--- src/rtl/rgmii_rx_iddr_decoder_if.sv ---
// RGMII receive pins, mode select and the rebuilt GMII byte stream with in-band status.
interface rgmii_rx_iddr_decoder_if;
  logic [3:0] rgmii_rxd;
  logic       rgmii_rx_ctl;
  logic       mii_select;
  logic [7:0] gmii_rxd;
  logic       gmii_rx_dv;
  logic       gmii_rx_er;
  logic       rx_ce;
  logic       link_up;
  logic [1:0] link_speed;
  logic       full_duplex;

  modport master (
    output rgmii_rxd, rgmii_rx_ctl, mii_select,
    input  gmii_rxd, gmii_rx_dv, gmii_rx_er, rx_ce, link_up, link_speed, full_duplex
  );

  modport slave (
    input  rgmii_rxd, rgmii_rx_ctl, mii_select,
    output gmii_rxd, gmii_rx_dv, gmii_rx_er, rx_ce, link_up, link_speed, full_duplex
  );
endinterface

--- src/rtl/rgmii_rx_iddr_decoder.sv ---
// RGMII receive front end: DDR capture of RXD/RX_CTL, realignment to the rising edge,
// GMII byte rebuild (1000 DDR or 10/100 nibble) and in-band link status decode.
module rgmii_rx_iddr_decoder #(
  parameter string TARGET      = "GENERIC",
  parameter string IODDR_STYLE = "IODDR2"
) (
  input  logic                   clk,
  input  logic                   rst,
  rgmii_rx_iddr_decoder_if.slave bus
);

  typedef enum logic [1:0] { ST_WAIT_IDLE, ST_IDLE, ST_RX } state_t;

  // The two-clock IODDR2 takes its falling sample on the rising edge of the inverted clock
  localparam bit FALL_ON_CLK_C1 = (TARGET == "XILINX") && (IODDR_STYLE == "IODDR2");

  logic [4:0] rise_p0;
  logic [4:0] fall_p0;
  logic       vld_p0;

  // Stage p0: rising and falling edge capture of {rxd, ctl}
  always_ff @(posedge clk) begin
    if (rst) begin
      rise_p0 <= '0;
      vld_p0  <= 1'b0;
    end else begin
      rise_p0 <= {bus.rgmii_rxd, bus.rgmii_rx_ctl};
      vld_p0  <= 1'b1;
    end
  end

  generate
    if (FALL_ON_CLK_C1) begin : g_fall_c1
      logic clk_c1;
      assign clk_c1 = ~clk;
      always_ff @(posedge clk_c1) fall_p0 <= {bus.rgmii_rxd, bus.rgmii_rx_ctl};
    end else begin : g_fall_neg
      always_ff @(negedge clk) fall_p0 <= {bus.rgmii_rxd, bus.rgmii_rx_ctl};
    end
  endgenerate

  logic [3:0] d1_rxd_p1;
  logic [3:0] d2_rxd_p1;
  logic       d1_ctl_p1;
  logic       d2_ctl_p1;
  logic       vld_p1;

  // Stage p1: both samples of one bit period presented together on the rising edge.
  // vld_p1 stays low for pairs flushed by reset so they cannot end WAIT_IDLE early.
  always_ff @(posedge clk) begin
    if (rst) begin
      d1_rxd_p1 <= '0;
      d2_rxd_p1 <= '0;
      d1_ctl_p1 <= 1'b0;
      d2_ctl_p1 <= 1'b0;
      vld_p1    <= 1'b0;
    end else begin
      {d1_rxd_p1, d1_ctl_p1} <= rise_p0;
      {d2_rxd_p1, d2_ctl_p1} <= fall_p0;
      vld_p1                 <= vld_p0;
    end
  end

  logic       dv_p1;
  logic       er_p1;
  logic [7:0] raw_p1;
  logic       status_pair_p1;

  assign dv_p1          = d1_ctl_p1;
  assign er_p1          = d1_ctl_p1 ^ d2_ctl_p1;
  assign raw_p1         = {d2_rxd_p1, d1_rxd_p1};
  assign status_pair_p1 = !d1_ctl_p1 && !d2_ctl_p1 && (d1_rxd_p1 == d2_rxd_p1);

  state_t     state_q, state_d;
  logic       mii_mode_q, mii_mode_d;
  logic       phase_q, phase_d;
  logic       ce_tog_q, ce_tog_d;
  logic [3:0] low_nib_q, low_nib_d;
  logic       low_er_q, low_er_d;

  logic [7:0] rxd_p2, rxd_d;
  logic       dv_p2, dv_d;
  logic       er_p2, er_d;
  logic       ce_p2, ce_d;
  logic       link_up_p2, link_up_d;
  logic [1:0] link_speed_p2, link_speed_d;
  logic       full_duplex_p2, full_duplex_d;

  always_comb begin
    state_d       = state_q;
    mii_mode_d    = mii_mode_q;
    phase_d       = phase_q;
    ce_tog_d      = ce_tog_q;
    low_nib_d     = low_nib_q;
    low_er_d      = low_er_q;
    rxd_d         = '0;
    dv_d          = 1'b0;
    er_d          = 1'b0;
    ce_d          = 1'b0;
    link_up_d     = link_up_p2;
    link_speed_d  = link_speed_p2;
    full_duplex_d = full_duplex_p2;

    if (vld_p1) begin
      // Outside a frame: raw byte, carrier/false-carrier flag, strobe paced by the mode
      rxd_d    = raw_p1;
      er_d     = er_p1;
      ce_d     = !mii_mode_q || ce_tog_q;
      ce_tog_d = !ce_tog_q;

      case (state_q)
        ST_WAIT_IDLE: begin
          if (!dv_p1) state_d = ST_IDLE;
        end

        ST_IDLE: begin
          mii_mode_d = bus.mii_select;
          ce_d       = !bus.mii_select || ce_tog_q;
          if (dv_p1) begin
            state_d = ST_RX;
            dv_d    = 1'b1;
            if (bus.mii_select) begin
              low_nib_d = d1_rxd_p1;
              low_er_d  = er_p1;
              phase_d   = 1'b1;
              ce_d      = 1'b0;
            end else begin
              ce_d = 1'b1;
            end
          end else if (status_pair_p1) begin
            link_up_d     = d1_rxd_p1[0];
            link_speed_d  = d1_rxd_p1[2:1];
            full_duplex_d = d1_rxd_p1[3];
          end
        end

        ST_RX: begin
          if (dv_p1) begin
            dv_d = 1'b1;
            if (!mii_mode_q) begin
              ce_d = 1'b1;
            end else if (!phase_q) begin
              low_nib_d = d1_rxd_p1;
              low_er_d  = er_p1;
              phase_d   = 1'b1;
              ce_d      = 1'b0;
            end else begin
              rxd_d   = {d1_rxd_p1, low_nib_q};
              er_d    = er_p1 || low_er_q;
              ce_d    = 1'b1;
              phase_d = 1'b0;
            end
          end else begin
            state_d = ST_IDLE;
            // A frame ending on an odd nibble still delivers it, flagged as errored
            if (mii_mode_q && phase_q) begin
              rxd_d   = {4'h0, low_nib_q};
              dv_d    = 1'b1;
              er_d    = 1'b1;
              ce_d    = 1'b1;
              phase_d = 1'b0;
            end
          end
        end

        default: state_d = ST_WAIT_IDLE;
      endcase
    end
  end

  // Stage p2: decoder state and registered GMII/status outputs
  always_ff @(posedge clk) begin
    if (rst) begin
      state_q        <= ST_WAIT_IDLE;
      mii_mode_q     <= 1'b0;
      phase_q        <= 1'b0;
      ce_tog_q       <= 1'b0;
      rxd_p2         <= '0;
      dv_p2          <= 1'b0;
      er_p2          <= 1'b0;
      ce_p2          <= 1'b0;
      link_up_p2     <= 1'b0;
      link_speed_p2  <= 2'b00;
      full_duplex_p2 <= 1'b0;
    end else begin
      state_q        <= state_d;
      mii_mode_q     <= mii_mode_d;
      phase_q        <= phase_d;
      ce_tog_q       <= ce_tog_d;
      rxd_p2         <= rxd_d;
      dv_p2          <= dv_d;
      er_p2          <= er_d;
      ce_p2          <= ce_d;
      link_up_p2     <= link_up_d;
      link_speed_p2  <= link_speed_d;
      full_duplex_p2 <= full_duplex_d;
    end
    low_nib_q <= low_nib_d;
    low_er_q  <= low_er_d;
  end

  assign bus.gmii_rxd    = rxd_p2;
  assign bus.gmii_rx_dv  = dv_p2;
  assign bus.gmii_rx_er  = er_p2;
  assign bus.rx_ce       = ce_p2;
  assign bus.link_up     = link_up_p2;
  assign bus.link_speed  = link_speed_p2;
  assign bus.full_duplex = full_duplex_p2;

endmodule

--- src/flat_wrapper.sv ---
// flat-port wrapper written by rule: the top's interface ports become plain ports
module rgmii_rx_iddr_decoder_flat 
#(
  parameter string TARGET      = "       ",
  parameter string IODDR_STYLE = "      "
)
  (clk, rst, bus_rgmii_rxd, bus_rgmii_rx_ctl, bus_mii_select, bus_gmii_rxd, bus_gmii_rx_dv, bus_gmii_rx_er, bus_rx_ce, bus_link_up, bus_link_speed, bus_full_duplex);
  rgmii_rx_iddr_decoder_if bus_i ();
  input  logic clk;
  input  logic rst;
  input wire logic [$bits(bus_i.rgmii_rxd)-1:0] bus_rgmii_rxd;
  input wire logic [$bits(bus_i.rgmii_rx_ctl)-1:0] bus_rgmii_rx_ctl;
  input wire logic [$bits(bus_i.mii_select)-1:0] bus_mii_select;
  output wire logic [$bits(bus_i.gmii_rxd)-1:0] bus_gmii_rxd;
  output wire logic [$bits(bus_i.gmii_rx_dv)-1:0] bus_gmii_rx_dv;
  output wire logic [$bits(bus_i.gmii_rx_er)-1:0] bus_gmii_rx_er;
  output wire logic [$bits(bus_i.rx_ce)-1:0] bus_rx_ce;
  output wire logic [$bits(bus_i.link_up)-1:0] bus_link_up;
  output wire logic [$bits(bus_i.link_speed)-1:0] bus_link_speed;
  output wire logic [$bits(bus_i.full_duplex)-1:0] bus_full_duplex;
  assign bus_i.rgmii_rxd = bus_rgmii_rxd;
  assign bus_i.rgmii_rx_ctl = bus_rgmii_rx_ctl;
  assign bus_i.mii_select = bus_mii_select;
  assign bus_gmii_rxd = bus_i.gmii_rxd;
  assign bus_gmii_rx_dv = bus_i.gmii_rx_dv;
  assign bus_gmii_rx_er = bus_i.gmii_rx_er;
  assign bus_rx_ce = bus_i.rx_ce;
  assign bus_link_up = bus_i.link_up;
  assign bus_link_speed = bus_i.link_speed;
  assign bus_full_duplex = bus_i.full_duplex;
  rgmii_rx_iddr_decoder #(.TARGET(TARGET), .IODDR_STYLE(IODDR_STYLE)) u_core (.clk(clk), .rst(rst), .bus(bus_i));
endmodule
--- config.mk ---
export PLATFORM = sky130hd
export DESIGN_NAME = rgmii_rx_iddr_decoder_flat
export DESIGN_NICKNAME = d
export VERILOG_FILES = /design/src/rtl/rgmii_rx_iddr_decoder_if.sv /design/src/rtl/rgmii_rx_iddr_decoder.sv /design/src/flat_wrapper.sv
export SDC_FILE = /design/constraint.sdc
export NUM_CORES = 1
export LEC_CHECK = 0
export BUFFER_PORTS_ARGS = -buffer_cell sky130_fd_sc_hd__buf_2
export CAP_MARGIN = 25
export CORE_MARGIN = 1
export CORE_UTILIZATION = 59
export CTS_CLUSTER_SIZE = 10
export DETAILED_ROUTE_END_ITERATION = 16
export PLACE_DENSITY = 0.85
export SETUP_SLACK_MARGIN = 0.05
export SKIP_CTS_REPAIR_TIMING = 1
export SYNTH_ARGS = -nofsm -noshare
export SYNTH_HDL_FRONTEND = slang
export SYNTH_SLANG_ARGS = --single-unit
--- constraint.sdc ---
create_clock -name clk -period 3.3 [get_ports clk]
set_clock_uncertainty 0.1 [all_clocks]
set_input_delay 0.66 -clock clk [delete_from_list [all_inputs] [get_ports clk]]
set_output_delay 0.66 -clock clk [all_outputs]
set_load 0.05 [all_outputs]
==> metrics.md <==
| Metric | Value |
|---|---|
| Vias in the first global route | 1100 |
| Drt wl/cell | 11.5 µm |
| Slowest cell delay on critical path | ~280 ps |
| Mapped Nets | approximately 180 |
| Hold violation total from the final report | 0 |
| Core Area | 2730 µm² |
| Total I/O pin count | 23 |
| Cell variety after synth | 31 |
| Global-route wire length before repair | approximately 4400 µm |
| Clock tree from TritonCTS | done |
| Transition time of the tightest slew-check pin | around 490 ps |
| Fillers | 243 |
| Final estimated routing congestion in global placement | just over 0.8 |
| Row Count | 19 |
| Outcome | finished, final reports clean |
| Chip Height | around 56 µm |
| Post-synthesis sequential element count | 47 |
| Mapped Area | about 1700 µm² |
| Critical Path, Cell by Cell | nor2b_1 |
| Proportion of layout cells with a drive suffix above 1 | 18.3% |
| Maximum number of pins on one net before global-route repair | 22 |
| Effective utilization at floorplan | between 60% and 70% |
| Global router's overall resource usage | 18.5% |
| Drt drc | 0 |
| Area leader, netlist | sky130_fd_sc_hd__dfxtp_1 |
| GRT overflow | 0 |
| VDD IR-drop max | between 0.0004 and 0.0005 V |
| Initial antenna violation count | 0 |
| Total number of vias | ~1100 |
| CP Capture Type | flop |
| Relative slew slack | between 60 and 70% |
| Reported leakage power | approximately 0.77 nW |
| Fraction of synthesized cell area taken by the top area cell type | 49.7% |
| Drt first-iter violations | 19 |
| Number of nets in the final layout | slightly above 200 |
| Worst Min Path Start | u_core.vld_p0$_DFF_P_ |
| Antenna-violating nets left | 0 |
| Gate count of the mapped netlist | around 160 |
| Maximum buffer depth of the clock tree | 2 |
| Crit path max-delay cell type | sky130_fd_sc_hd__dfxtp_1 |
| Type of origin of the critical path | flop |
| Die Width | around 56 µm |
| Post-layout utilization of the core | between 60% and 70% |
| Number of buffers inserted by port buffering | 22 |
| Crit. Startpoint | u_core.fall_p0[0]$_DFF_N_ |
| Count of final setup violators | 0 |
| Half-perimeter wire length of the detailed placement result | about 1900 µm |
| Mean Syn Cell Area | between 10 and 15 µm² |
| Sequential standard cell area | around 990 µm² |
| Total detailed-routing wirelength | roughly 2500 µm |
| Count of clock tree sinks | 47 |
| Clock input transition at the sequential cells of the worst setup and hold paths | 130 ps |
| Number of iterations in the first detailed-routing pass | 4 |
| Endpoint required time on the critical path | approximately 3500 ps |
| Number of slew-limit violations in the final report | 0 |
| Critical path start-end classification | reg -> reg |
| Total inserted antenna cells | 0 |
| Path category of the worst min-delay check | reg -> reg |
| Die ar. | 3080 µm² |
| Sequential cell area fraction in the yosys report | 58.6% |
| Worst-Skew Late Latency | 400 ps |
| Smallest setup slack after layout | 1000 ps |
| Number of buffers inserted during clock tree synthesis | 5 |
| Layout-stage area growth over the synthesis result | 11.5% |
| RSZ-0062 raised after global routing | no |
| Setup TNS Final | 0 ps |
| Area contributors post-synth | sky130_fd_sc_hd__dfxtp_1 (50%), sky130_fd_sc_hd__edfxtp_1 (8.9%), sky130_fd_sc_hd__nor2b_1 (5.9%) |
| Root Buffer Master | sky130_fd_sc_hd__clkbuf_4 |
| Family with the most delay on the worst path | flip-flops |
| Pwr/cell area | about 520 nW/µm² |
| Largest driver fanout on the critical path | 1 |
| CP Data Arrival Time | approximately 2500 ps |
| Worst Path Buf+Inv | 0 |
| Number of warning messages in the yosys log | 0 |
| H-tree levels | 2 |
| Beginning of the worst register-to-register path | u_core.fall_p0[0]$_DFF_N_ |
| Multi-input logic area | ~640 µm² |
| Max Cap Viol | 0 |
| Worst slack after detailed placement | approximately 670 ps |
| Per-cell via count in the routed design | between 5 and 6 |
[cell usage after synthesis]
master / n
sky130_fd_sc_hd__clkbuf_1: 3
sky130_fd_sc_hd__nand3_1: 9
sky130_fd_sc_hd__buf_2: 2
sky130_fd_sc_hd__nand2_1: 23
sky130_fd_sc_hd__a21oi_1: 11
sky130_fd_sc_hd__or2b_1: 1
sky130_fd_sc_hd__clkinv_1: 1
sky130_fd_sc_hd__a21oi_2: 1
sky130_fd_sc_hd__a31oi_1: 1
sky130_fd_sc_hd__o21ai_0: 2
sky130_fd_sc_hd__nand4_2: 1
sky130_fd_sc_hd__edfxtp_1: 5
sky130_fd_sc_hd__o31a_1: 1
sky130_fd_sc_hd__and2_0: 1
sky130_fd_sc_hd__nor2b_1: 16
sky130_fd_sc_hd__or2_2: 2
sky130_fd_sc_hd__buf_6: 1
sky130_fd_sc_hd__a211oi_2: 1
sky130_fd_sc_hd__and3_1: 1
sky130_fd_sc_hd__nor3b_1: 1
sky130_fd_sc_hd__a21boi_0: 1
sky130_fd_sc_hd__and4b_1: 1
sky130_fd_sc_hd__dfxtp_1: 42
sky130_fd_sc_hd__o211ai_1: 1
sky130_fd_sc_hd__mux2i_1: 5
sky130_fd_sc_hd__nor2_1: 6
sky130_fd_sc_hd__ha_1: 6
sky130_fd_sc_hd__o21a_1: 3
sky130_fd_sc_hd__inv_1: 6
sky130_fd_sc_hd__nand2b_1: 4
sky130_fd_sc_hd__xnor2_1: 4
[placed cells by master, fill, tap and decap left out, drive strengths merged, types with 3 or more instances in the layout]
cell type  instances
a21oi             12
buf               22
clkbuf             5
dfxtp             42
edfxtp             5
ha                 6
inv               12
mux2i              5
nand2             23
nand2b             4
nand3              9
nor2               6
nor2b             16
o21a               3
xnor2              4
[per-stage QoR]
stage | area, µm² | power [mW] | hold WS, ps | instances
floorplan | 1690 | 0.683 | 314 | 163
global placement | 1810 | 0.696 | 316 | 210
detailed placement | 1810 | 0.700 | 323 | 210
CTS | 1880 | 0.984 | 355 | 222
global route | 1880 | 1.03 | 362 | 222
finish | 1880 | 0.972 | 349 | 222
[worst paths after layout]
| kind | endpoint | slack [ps] | cells after the start |
|---|---|---|---|
| hold reg to reg | u_core.vld_p1$_SDFF_PP0_ | 350 | 1 |
| setup / recovery | u_core.d2_ctl_p1$_SDFF_PP0_ | 1000 | 1 |
| hold / removal | u_core.vld_p1$_SDFF_PP0_ | 350 | 1 |
| setup reg to reg | u_core.d2_ctl_p1$_SDFF_PP0_ | 1000 | 1 |
[layer usage]
| metal | GRT usage (%) | vias to the layer above | share of wire, % |
|---|---|---|---|
| li1 | - | 592 | - |
| met1 | 19.9 | 509 | 44 |
| met2 | 33.9 | 25 | 52 |
| met3 | 7.03 | 0 | 4.1 |
| met4 | 4.29 | 0 | 0 |
| met5 | 0 | - | 0 |
[where the power goes]
| part | switching, mW | total, mW | internal [mW] |
|---|---|---|---|
| Clock | 0.200 | 0.296 | 0.0966 |
| Combinational | 0.0376 | 0.0642 | 0.0266 |
| Sequential | 0.0134 | 0.611 | 0.598 |
| Total | 0.251 | 0.972 | 0.721 |
[flip-flops by register name, indices dropped and copies added (netlist names), 2 cells and up]
register and count:
u_core.d1_rxd_p1 4, u_core.state_q 2, u_core.d2_rxd_p1 4, u_core.bus.gmii_rxd 8
u_core.bus.link_speed 2, u_core.fall_p0 5, u_core.low_nib_q 4, u_core.rise_p0 5
[final cells by class]
type	instances	area share (%)
clock buffer	5	1.99
multi-input combinational	103	34.0
timing repair buffer	22	5.84
sequential	47	52.6
tap	31	2.06
clock inverter	8	2.32
inverter	6	1.20
[logic make-up after synthesis]
| kind of cell | after synthesis | synth area share (%) |
|---|---|---|
| AOI/OAI and AO/OA | 22 | 8.22 |
| muxes | 5 | 2.96 |
| DFF | 47 | 58.6 |
| xor gates and xnor gates | 4 | 2.07 |
| and+or+nand+nor | 66 | 20.2 |
| buffers and inverters | 13 | 3.48 |
| adders and majority gates | 6 | 4.44 |
Power figures use the tool's default switching activity.
